`src/rtl/joint_step_generator.sv`:
```
// joint_step_generator
//   Turns a signed Q3.10 radian joint angle from the atan2 stage into an
//   absolute microstep target. It then drives STEP/DIR to the stepper driver
//   until the tracked position equals that target. There is one instance per
//   SCARA joint.
// Ports
//   clk, reset      system clock, asynchronous active-low reset
//   angle[12:0]     signed Q3.10 radians, sampled when angle_valid is high
//   angle_valid     1-cycle strobe, accepted in every state
//   enable          motion enable; when low, motion stops after the current pulse
//   home            zero the position counter (only acted on in IDLE)
//   step, dir       driver outputs; dir=1 means position increments
//   busy            high in every state except IDLE
//   done            1-cycle pulse when the position reaches the target
//   position        signed current microstep position
//   target          signed current microstep target
module joint_step_generator #(
  parameter int STEPS_PER_RAD      = 509,
  parameter int POS_W              = 16,
  parameter int STEP_HIGH_CYCLES   = 50,
  parameter int STEP_PERIOD_CYCLES = 2500,
  parameter int DIR_SETUP_CYCLES   = 10
) (
  input  logic                    clk,
  input  logic                    reset,
  input  logic [12:0]             angle,
  input  logic                    angle_valid,
  input  logic                    enable,
  input  logic                    home,
  output logic                    step,
  output logic                    dir,
  output logic                    busy,
  output logic                    done,
  output logic signed [POS_W-1:0] position,
  output logic signed [POS_W-1:0] target
);

  localparam int STEP_LOW_CYCLES = STEP_PERIOD_CYCLES - STEP_HIGH_CYCLES;
  localparam int CNT_W = $clog2(STEP_PERIOD_CYCLES + DIR_SETUP_CYCLES + 1);
  localparam logic [CNT_W-1:0] SETUP_LAST = CNT_W'(DIR_SETUP_CYCLES - 1);
  localparam logic [CNT_W-1:0] HI_LAST    = CNT_W'(STEP_HIGH_CYCLES - 1);
  localparam logic [CNT_W-1:0] LO_LAST    = CNT_W'(STEP_LOW_CYCLES - 1);
  localparam logic signed [11:0] SPR      = 12'(STEPS_PER_RAD);
  localparam logic signed [24:0] POS_MAX  = 25'(2**(POS_W-1) - 1);
  localparam logic signed [24:0] POS_MIN  = -POS_MAX - 25'sd1;
  localparam logic signed [POS_W-1:0] ONE = POS_W'(1);

  typedef enum logic [2:0] {IDLE, DIR_SETUP, STEP_HI, STEP_LO, DONE} state_t;

  state_t                   state_q, state_d;
  logic [CNT_W-1:0]         cnt_q, cnt_d;
  logic                     dir_q, dir_d;
  logic                     pend_q, pend_d;
  logic signed [POS_W-1:0]  pos_q, pos_d;
  logic signed [POS_W-1:0]  tgt_q, tgt_d;
  logic signed [12:0]       ang_q, ang_d;
  logic                     ang_vld_q, ang_vld_d;

  // Scaling runs one cycle after the strobe, from the latched angle.
  // Adding 512 before the arithmetic shift rounds halves toward +inf.
  logic signed [24:0]       prod, rnd, shf;
  logic signed [POS_W-1:0]  tgt_sat;
  logic                     need_pos;

  assign prod = $signed(ang_q) * SPR;
  assign rnd  = prod + 25'sd512;
  assign shf  = rnd >>> 10;

  always_comb begin
    tgt_sat = POS_W'(shf);
    if (shf > POS_MAX)      tgt_sat = POS_W'(POS_MAX);
    else if (shf < POS_MIN) tgt_sat = POS_W'(POS_MIN);
  end

  assign need_pos = tgt_q > pos_q;

  always_comb begin
    state_d   = state_q;
    cnt_d     = cnt_q + CNT_W'(1);
    dir_d     = dir_q;
    pend_d    = pend_q;
    pos_d     = pos_q;
    tgt_d     = tgt_q;
    ang_d     = angle_valid ? $signed(angle) : ang_q;
    ang_vld_d = angle_valid;

    case (state_q)
      IDLE: begin
        cnt_d = '0;
        if (home) begin
          pos_d = '0;
        end else if (pend_q && enable) begin
          pend_d = 1'b0;
          if (tgt_q == pos_q) begin
            state_d = DONE;
          end else begin
            dir_d   = need_pos;
            state_d = DIR_SETUP;
          end
        end
      end
      DIR_SETUP: begin
        if (cnt_q == SETUP_LAST) begin
          cnt_d   = '0;
          state_d = STEP_HI;
        end
      end
      STEP_HI: begin
        // The position is updated as the pulse ends, so an enable drop
        // never cuts a pulse short.
        if (cnt_q == HI_LAST) begin
          cnt_d   = '0;
          pos_d   = dir_q ? pos_q + ONE : pos_q - ONE;
          state_d = STEP_LO;
        end
      end
      STEP_LO: begin
        if (cnt_q == LO_LAST) begin
          cnt_d = '0;
          if (!enable) begin
            // Keep the move pending so that re-enabling resumes it.
            pend_d  = 1'b1;
            state_d = IDLE;
          end else if (pos_q == tgt_q) begin
            pend_d  = 1'b0;
            state_d = DONE;
          end else if (need_pos != dir_q) begin
            dir_d   = need_pos;
            state_d = DIR_SETUP;
          end else begin
            state_d = STEP_HI;
          end
        end
      end
      DONE: begin
        cnt_d   = '0;
        state_d = IDLE;
      end
      default: begin
        cnt_d   = '0;
        state_d = IDLE;
      end
    endcase

    // A new target takes priority over any pend clear made above.
    if (ang_vld_q) begin
      tgt_d  = tgt_sat;
      pend_d = 1'b1;
    end
  end

  always_ff @(posedge clk or negedge reset) begin
    if (!reset) begin
      state_q   <= IDLE;
      cnt_q     <= '0;
      dir_q     <= 1'b0;
      pend_q    <= 1'b0;
      pos_q     <= '0;
      tgt_q     <= '0;
      ang_q     <= '0;
      ang_vld_q <= 1'b0;
    end else begin
      state_q   <= state_d;
      cnt_q     <= cnt_d;
      dir_q     <= dir_d;
      pend_q    <= pend_d;
      pos_q     <= pos_d;
      tgt_q     <= tgt_d;
      ang_q     <= ang_d;
      ang_vld_q <= ang_vld_d;
    end
  end

  // These outputs decode the state directly, so step drops as soon as
  // reset is asserted, without waiting for a clock.
  assign step     = (state_q == STEP_HI);
  assign busy     = (state_q != IDLE);
  assign done     = (state_q == DONE);
  assign dir      = dir_q;
  assign position = pos_q;
  assign target   = tgt_q;

endmodule

```
`config.mk`:
```
export PLATFORM = sky130hd
export DESIGN_NAME = joint_step_generator
export DESIGN_NICKNAME = d
export VERILOG_FILES = /design/src/rtl/joint_step_generator.sv
export SDC_FILE = /design/constraint.sdc
export NUM_CORES = 1
export LEC_CHECK = 0
export CAP_MARGIN = 10
export CORE_AREA = 2 2 118 132
export CTS_CLUSTER_DIAMETER = 30
export DETAILED_ROUTE_END_ITERATION = 8
export DIE_AREA = 0 0 120 134
export PLACE_DENSITY = 0.74
export SLEW_MARGIN = 20
export SYNTH_ARGS = -nofsm -noshare
export SYNTH_HDL_FRONTEND = slang
export SYNTH_SLANG_ARGS = --single-unit
```
`constraint.sdc`:
```
create_clock -name clk -period 5.98 [get_ports clk]
set_input_delay 1.495 -clock clk [delete_from_list [all_inputs] [get_ports clk]]
set_output_delay 1.495 -clock clk [all_outputs]
set_load 0.02 [all_outputs]
```
# == Word level (Yosys, flattened, before mapping) ==
# Cells that the tools add are included.
# classes
n_addsub,4
n_mul,1
n_lt_le_gt_ge,3
eq_ne,24
n_mux,35
reduce_logical,10
# ops
cell,count
two-way mux 16 bit,5
two-way mux 12 bit,3
case mux 12 bit (3 select lines),1
equality test 16 bit,2
case mux 16 bit (2 select lines),1
adder 23 x 11 -> 24 bit (second input constant),1
two-way mux 3 bit,8
multiplier 13 x 10 -> 23 bit (second input constant),1
inequality test 2 bit (second input constant),9
adder 16 x 2 -> 16 bit (second input constant),1
greater-than comparator 14 x 16 -> 1 bit (second input constant),1
greater-than comparator 16 bit,1
less-than comparator 14 x 16 -> 1 bit (second input constant),1
subtractor 16 x 2 -> 16 bit (second input constant),1
two-way mux 1 bit,13
adder 12 x 1 -> 12 bit (second input constant),1
equality test 12 bit (second input constant),1
equality test 12 x 4 -> 1 bit (second input constant),1
equality test 12 x 6 -> 1 bit (second input constant),1
case mux 3 bit (4 select lines),1
AND reduction 5 bit,2
inequality test 3 bit (second input constant),3
AND reduction 8 bit,1
equality test 3 x 2 -> 1 bit (second input constant),2
12 further kinds,15
# totals
reg_bits,63
inputBits,18
out_inout_bits,36
wordCells,85

# == Logic depth before layout (Yosys ltp) ==
# Gate-level depths: netlist of the first run.
# logic_depth
depth_word,7
ltp_mapped,19
ltp_nobuf,19

# == Worst setup path after synthesis of the first run ==
# OpenSTA, ideal clock, no wires.
# synth_timing
path_type,reg-to-reg
startpoint,register ang_q[12]
endpoint,register tgt_q[12] (netlist: target[12])
setup_time_ps,125
arrival_ps,5104
required_ps,5855
setup_slack_ps,751
stages_incl_launch_ff,19
path_buffers,0
period_less_slack_ps,5229
path_cell_list,dfrtp_1 inv_1 fa_1 inv_1 fa_1 fa_1 fa_1 inv_1 fa_1 inv_1 ha_1 a21oi_1 nor2b_1 o21ai_0 a21oi_1 a211o_2 a21oi_2 xnor2_1 mux2_2
# synth_between
elab_chain_len,5
word_cells_on_any_way,6
cone_classes,add/sub: 1; mul: 1; order compare: 2; mux: 2
# synth_lines
item,line_no,rtl
"start, declared",56,"logic signed [12:0] ang_q, ang_d;"
"start signal, assigned",169,ang_q <= ang_d;
multiplier 13 x 10 -> 23 bit (*),65,assign prod = $signed(ang_q) * SPR;
adder 23 x 11 -> 24 bit (*),66,assign rnd = prod + 25'sd512;
less-than comparator 14 x 16 -> 1 bit,72,else if (shf < POS_MIN) tgt_sat = POS_W'(POS_MIN);
two-way mux 16 bit,72,
two-way mux 16 bit (*),71,if (shf > POS_MAX) tgt_sat = POS_W'(POS_MAX);
"end signal, assigned",168,tgt_q <= tgt_d;
"end, declared",55,"logic signed [POS_W-1:0] tgt_q, tgt_d;"
# Mark *: on every way between the ends. The rest lies on a longest branch, timed or not.
# A chain may end at the register's enable or synchronous reset.

# == Worst setup path after layout of the first run ==
# layout_timing
startpoint,register ang_q[2]
endpoint,register tgt_q[12] (netlist: target[12])
# The elaborated chain is that of the path after synthesis.

==> impl_metrics.toml, run 1 <==
[clock_network]
cts_tree = "yes"
cts_buffers = 9
ctsResizeCount = 0
clk_path_buf_depth = 2
clk_pin_slew_ps = 50
postCtsSetupBuffers = 0
cts.sinks = 62
cts_hold_buf = 0
cts_root_buf = "clkbuf_16"
htreeDepth = 3
clk_latency_ps = 340

[critical_path]
slowest_delay_ps = 600
crit_slowest_cell = "fa_1"
crit_fanout = 7
startpoint_type = "register"
worstPathArrival_ps = 5580
critPathCaptureType = "register"
crit_chain = "inv_1 > fa_1 > inv_1 > ha_1 > a21o_1 > fa_1 > fa_1 > inv_1 > fa_1 > inv_1 > ha_1 > and4_1 > a21boi_2 > a41oi_2 > nand2_2 > a211o_2 > a21oi_2 > xnor2_1 > mux2_2"
path_class = "reg2reg"
required_ps = 6200

[power]
switching_share_pct = 47.45
netSwitchingPower_w = 0.002220
internal_power_w = 0.002458
leakage_nw = 4.088
peakVddDrop_uv = 327.7
comb_power_share_pct = 76.6
seqPwrFrac_pct = 12.6
powerDensity_mw_per_mm2 = 575.7
pwr-share-clk_pct = 10.9
power_w = 0.004678

[layout]
final_common_cell = "inv_1"
multiInputGateArea_mm2 = 0.004926
mostFrequentLayoutCells = "152 x inv_1, 111 x ha_1, 64 x fa_1, 62 x dfrtp_1, 52 x clkdlybuf4s50_1"
nFillCells = 1307
nets = 1007
area.growth.synth_to_final_pct = 14.05
drive_above_1_share_pct = 5.372
regArea_mm2 = 0.001551
n_antenna_cell = 0

[route]
drcViolationCount = 0
wl_per_cell_um = 14.80
dr.pass1.iters = 4
via_per_inst = 5.222
met1_length_um = 6637
num_vias = 5300
top_layer = "met4"
wl_met2_um = 7580
dr_wl_met3_um = 466
wl_um = 15020
drt_iter0_drc = 237
ant_nets = 0

[sta]
rsz0062_at_grt = "no"
postLayoutSetupSlackWorst_ps = 623.0
whs_ps = 515.0
slew_headroom_pct = 37.82
tns_ps = 0
min_period_over_period_pct = 89.58
worst_pin_slew_ps = 932.7
drv_slew = 0
clock.fmax_mhz = 186.7
setup_viol = 0
hold_viol_final = 0
fin_crit_ps = 5357
fin_skew_ps = 8.742

[logic_synthesis]
netlist_area_mm2 = 0.007124
syn_avg_cell_area_um2 = 9.337
synth.distinct_cells = 64
synthFlopType = "dfrtp_1"
ys_ff_latch = 62
synth_edf_count = 0
synthArstFlopShare_pct = 100.0
synth_seq_area_share_pct = 21.78
syn-num-nets = 956
yosys_warnings = 0
netlist_instances = 763

[placed_design]
pre_cts_slack_ps = 639.6
dpl.hpwl_um = 11980
io_buffers = 53
gp_congestion = 0.8981

[outcome]
status = "finished clean"

[global_route]
grt_pass1_vias = 5452
grt_remaining_overflow = 0
grt_pass1_wl_um = 25740
antenna_found_initial = 0
grt_max_degree = 63
track_usage_pct = 20.11

[die]
pin_count = 54
die_area_mm2 = 0.01608
coreArea_mm2 = 0.01476
rows = 47
die-width_um = 120
initial_core_util_pct = 48.27
die_h_um = 134

[job]
maxCapViolCount = 0

[min_path]
worstHoldPathType = "reg2reg"
## flip-flops by register name, summed over array words and instances, names as in the netlist
signal     flops
position      16
target        15
ang_q         13
cnt_q         12
state_q        3
ang_vld_q      1
dir            1
pend_q         1
## worst paths after layout
path,from,end,slack (ps),depth (start not counted)
max,ang_q[2]$_DFFE_PN0P_,target[12]$_DFFE_PN0P_,620,19
min,cnt_q[0]$_DFF_PN0_,cnt_q[0]$_DFF_PN0_,520,1
max reg2reg,ang_q[2]$_DFFE_PN0P_,target[12]$_DFFE_PN0P_,620,19
min reg2reg,cnt_q[0]$_DFF_PN0_,cnt_q[0]$_DFF_PN0_,520,1
max in group asynchronous,reset,target[9]$_DFFE_PN0P_,4100,2
min in group asynchronous,reset,cnt_q[8]$_DFF_PN0_,1350,2
## power by group through the flow
stage / clock network [W] / registers [W] / logic (W)
floorplan: 0 / 0.000629 / 0.00279
global placement: 0 / 0.000593 / 0.00349
detailed placement: 0 / 0.000595 / 0.00358
CTS: 0.000520 / 0.000589 / 0.00361
global route: 0.000538 / 0.000598 / 0.00415
finish: 0.000510 / 0.000587 / 0.00358
## final cells by class
| cell class | count | share of cell area [%] |
|---|---|---|
| clock buffers | 13 | 3.326 |
| well taps | 196 | 3.018 |
| repair buffers | 55 | 6.652 |
| inverters | 153 | 7.068 |
| flip-flops and latches | 62 | 19.09 |
| multi-input cells | 533 | 60.63 |
| clock inverters | 3 | 0.2156 |
## layer usage
layer	vias to the layer above	track usage, %
li1	2623	-
met1	2558	25.38
met2	92	35.10
met3	27	3.231
met4	0	6.601
met5	-	0
## logic make-up (layout without fill, tap and decap cells)
| logic type | count (synthesis) | after routing | synth area share (%) |
|---|---|---|---|
| mux | 11 | 11 | 1.686 |
| simple gates | 170 | 170 | 11.68 |
| buf+inv | 168 | 224 | 9.133 |
| xor+xnor | 46 | 46 | 5.655 |
| compound gates | 131 | 131 | 12.59 |
| fa+ha+maj | 175 | 175 | 37.48 |
| flops | 62 | 62 | 21.78 |
## critical path, delay by kind of cell (launching register included)
family                   cells  cell delay (ps)
buffers and inverters        4              300
XOR/XNOR                     1               80
AND/OR/NAND/NOR              2              340
AO/OA/AOI/OAI                5             1080
adder cells (fa/ha/maj)      6             2670
multiplexers                 1              260
flip-flops                   1              500
## per-stage QoR
stage | utilization [%] | instances | cell area [um^2]
floorplan | - | 763 | 7124
global placement | 53.10 | 999 | 7838
detailed placement | 53.10 | 999 | 7838
CTS | 55.05 | 1015 | 8125
global route | 55.05 | 1015 | 8125
finish | 55.05 | 1015 | 8125
## Yosys cell counts (all sizes together) (2+ instances only)
cell type,instances,area (um^2)
a211o,4,36.29
mux2i,3,30.03
a21o,15,112.6
nand3,16,80.08
o211ai,4,30.03
a31oi,3,18.77
o41ai,4,50.05
xor2,20,175.2
a41oi,2,25.03
xnor2,26,227.7
a2111oi,2,17.52
mux2,8,90.09
or3,4,25.02
a22o,3,26.28
buf,6,38.79
fa,64,1281
clkbuf,9,37.54
o21ai,40,200.2
and4,2,17.52
ha,111,1389
nand2,52,197.7
or2,5,31.28
o211a,2,20.02
nor3,16,80.08
nor2b,7,43.79
o31ai,5,37.54
nor2,38,142.6
nand2b,4,25.02
nor3b,3,22.52
and3,4,25.02
a32o,2,20.02
o21a,3,22.52
inv,152,570.6
a311oi,2,17.52
a211oi,2,20.02
o21bai,3,22.52
and2,2,12.51
a21oi,29,160.2
nand4,9,56.30
dfrtp,62,1551
nand3b,3,22.52
Power figures use the tool's default switching activity.
==> run 2: changes to the inputs <==
--- a/config.mk
+++ b/config.mk
@@ -6,11 +6,12 @@
 export NUM_CORES = 1
 export LEC_CHECK = 0
 export CAP_MARGIN = 10
-export CORE_AREA = 2 2 118 132
+export CORE_AREA = 2 2 123 137
 export CTS_CLUSTER_DIAMETER = 30
 export DETAILED_ROUTE_END_ITERATION = 8
-export DIE_AREA = 0 0 120 134
-export PLACE_DENSITY = 0.74
+export DIE_AREA = 0 0 125 139
+export PLACE_DENSITY = 0.7
+export REMOVE_ABC_BUFFERS = 1
 export SLEW_MARGIN = 20
 export SYNTH_ARGS = -nofsm -noshare
 export SYNTH_HDL_FRONTEND = slang
==> impl_metrics.toml, run 2 (synthesized netlist as in run 1, its figures left out) <==
[die]
initial_core_util_pct = 44.35
rows = 49
die-width_um = 125
pin_count = 54
die_h_um = 139
die_area_mm2 = 0.01738
coreArea_mm2 = 0.01606

[route]
ant_nets = 0
via_per_inst = 5.153
num_vias = 5277
wl_um = 14990
dr.pass1.iters = 4
drcViolationCount = 0
drt_iter0_drc = 261
wl_per_cell_um = 14.64

[critical_path]
worstPathArrival_ps = 5550
rr_endpoint = "target[15]$_DFFE_PN0P_"
reg2reg_slack_ps = 620
cp-startpoint = "ang_q[4]$_DFFE_PN0P_"
critPathTopFamily = "adder cells"
cp.depth = 18
cp_num_buf_inv = 4
path_class = "reg2reg"
required_ps = 6170
r2r_start = "ang_q[4]$_DFFE_PN0P_"
slowest_delay_ps = 560
crit_slowest_cell = "fa_1"
crit_fanout = 5
crit_chain = "inv_1 > fa_1 > inv_1 > fa_1 > fa_1 > fa_1 > inv_1 > fa_1 > inv_1 > ha_1 > and4_1 > a21boi_2 > a41oi_2 > nand2_2 > a211o_2 > a31oi_1 > xnor2_1 > a21oi_1"
reg2reg_depth = 18
critPathCaptureType = "register"
startpoint_type = "register"
endpoint = "target[15]$_DFFE_PN0P_"
crit_top_cell = "fa_1"

[sta]
hold_viol_final = 0
worst_pin_slew_ps = 882.5
slew_headroom_pct = 40.98
rsz0062_at_grt = "no"
min_period_over_period_pct = 89.64
drv_slew = 0
setup_viol = 0
clock.fmax_mhz = 186.5
fin_skew_ps = 4.461
fin_crit_ps = 5361
tns_ps = 0
postLayoutSetupSlackWorst_ps = 619.4

[clock_network]
cts_hold_buf = 0
clk_pin_slew_ps = 60
cts_root_buf = "clkbuf_16"
postCtsSetupBuffers = 0
cts.sinks = 62
ctsResizeCount = 0
htreeDepth = 3
clk_path_buf_depth = 2
cts_tree = "yes"
clk_latency_ps = 340
cts_buffers = 9

[global_route]
track_usage_pct = 18.20
antenna_found_initial = 0
grt_pass1_vias = 5491
grt_pass1_wl_um = 25780
grt_remaining_overflow = 0
grt_max_degree = 63

[power]
power_w = 0.004746
netSwitchingPower_w = 0.002213
pwr-share-clk_pct = 12.4
leakage_nw = 4.114
comb_power_share_pct = 75.2
powerDensity_mw_per_mm2 = 579.8
internal_power_w = 0.002533
switching_share_pct = 46.63
peakVddDrop_uv = 384.8
seqPwrFrac_pct = 12.4

[placed_design]
io_buffers = 53
pre_cts_slack_ps = 645.8
placed_cells = 1008
dpl.hpwl_um = 12030
gp_congestion = 0.8843

[layout]
area.growth.synth_to_final_pct = 14.89
instances_no_fill = 1024
final_common_cell = "inv_1"
largest_register_ffs = 16
mostFrequentLayoutCells = "152 x inv_1, 111 x ha_1, 64 x fa_1, 62 x dfrtp_1, 52 x clkdlybuf4s50_1"
n_antenna_cell = 0
drive_above_1_share_pct = 5.488
nets = 1008

[outcome]
status = "finished clean"

[min_path]
worstHoldPathType = "reg2reg"

[job]
maxCapViolCount = 0
[run 2: how the worst min path moves through the flow]
| stage | start | to | slack, ps | depth (start not counted) |
|---|---|---|---|---|
| after floorplan | cnt_q[0]$_DFF_PN0_ | cnt_q[0]$_DFF_PN0_ | 470 | 1 |
| after global placement | cnt_q[0]$_DFF_PN0_ | cnt_q[0]$_DFF_PN0_ | 500 | 1 |
| after detailed placement | cnt_q[0]$_DFF_PN0_ | cnt_q[0]$_DFF_PN0_ | 510 | 1 |
| after CTS | cnt_q[0]$_DFF_PN0_ | cnt_q[0]$_DFF_PN0_ | 520 | 1 |
| after global routing | cnt_q[0]$_DFF_PN0_ | cnt_q[0]$_DFF_PN0_ | 520 | 1 |
| final | cnt_q[0]$_DFF_PN0_ | cnt_q[0]$_DFF_PN0_ | 510 | 1 |
[run 2: stage by stage]
stage	util (%)	hold slack, ps	cell area (um^2)
floorplan	-	474.0	7048
global placement	48.88	501.1	7851
detailed placement	48.88	508.1	7851
CTS	50.96	515.8	8185
global route	50.96	524.4	8185
finish	50.96	511.3	8185
[run 2: power groups by stage]
stage	sequential (W)	clock, W	combinational, W
after CTS	0.000590	0.000612	0.00360
after floorplan	0.000635	0	0.00277
after global placement	0.000595	0	0.00351
after detailed placement	0.000597	0	0.00356
after global routing	0.000598	0.000626	0.00412
final	0.000587	0.000590	0.00357
[run 2: cell type report]
class | count | area [um^2]
fillers | 1482 | 7878
inverters | 153 | 574.3
multi-input cells | 533 | 4922
clock inverters | 5 | 81.33
well taps | 204 | 255.2
flip-flops and latches | 62 | 1551
clock buffers | 11 | 252.7
repair buffers | 56 | 548.0
[run 2: layer usage]
| metal | global-route usage [%] | share of wire, % | vias to the layer above |
|---|---|---|---|
| li1 | - | - | 2635 |
| met1 | 21.75 | 43 | 2540 |
| met2 | 33.04 | 52 | 85 |
| met3 | 3.434 | 3.1 | 17 |
| met4 | 5.614 | 1.8 | 0 |
| met5 | 0 | 0 | - |
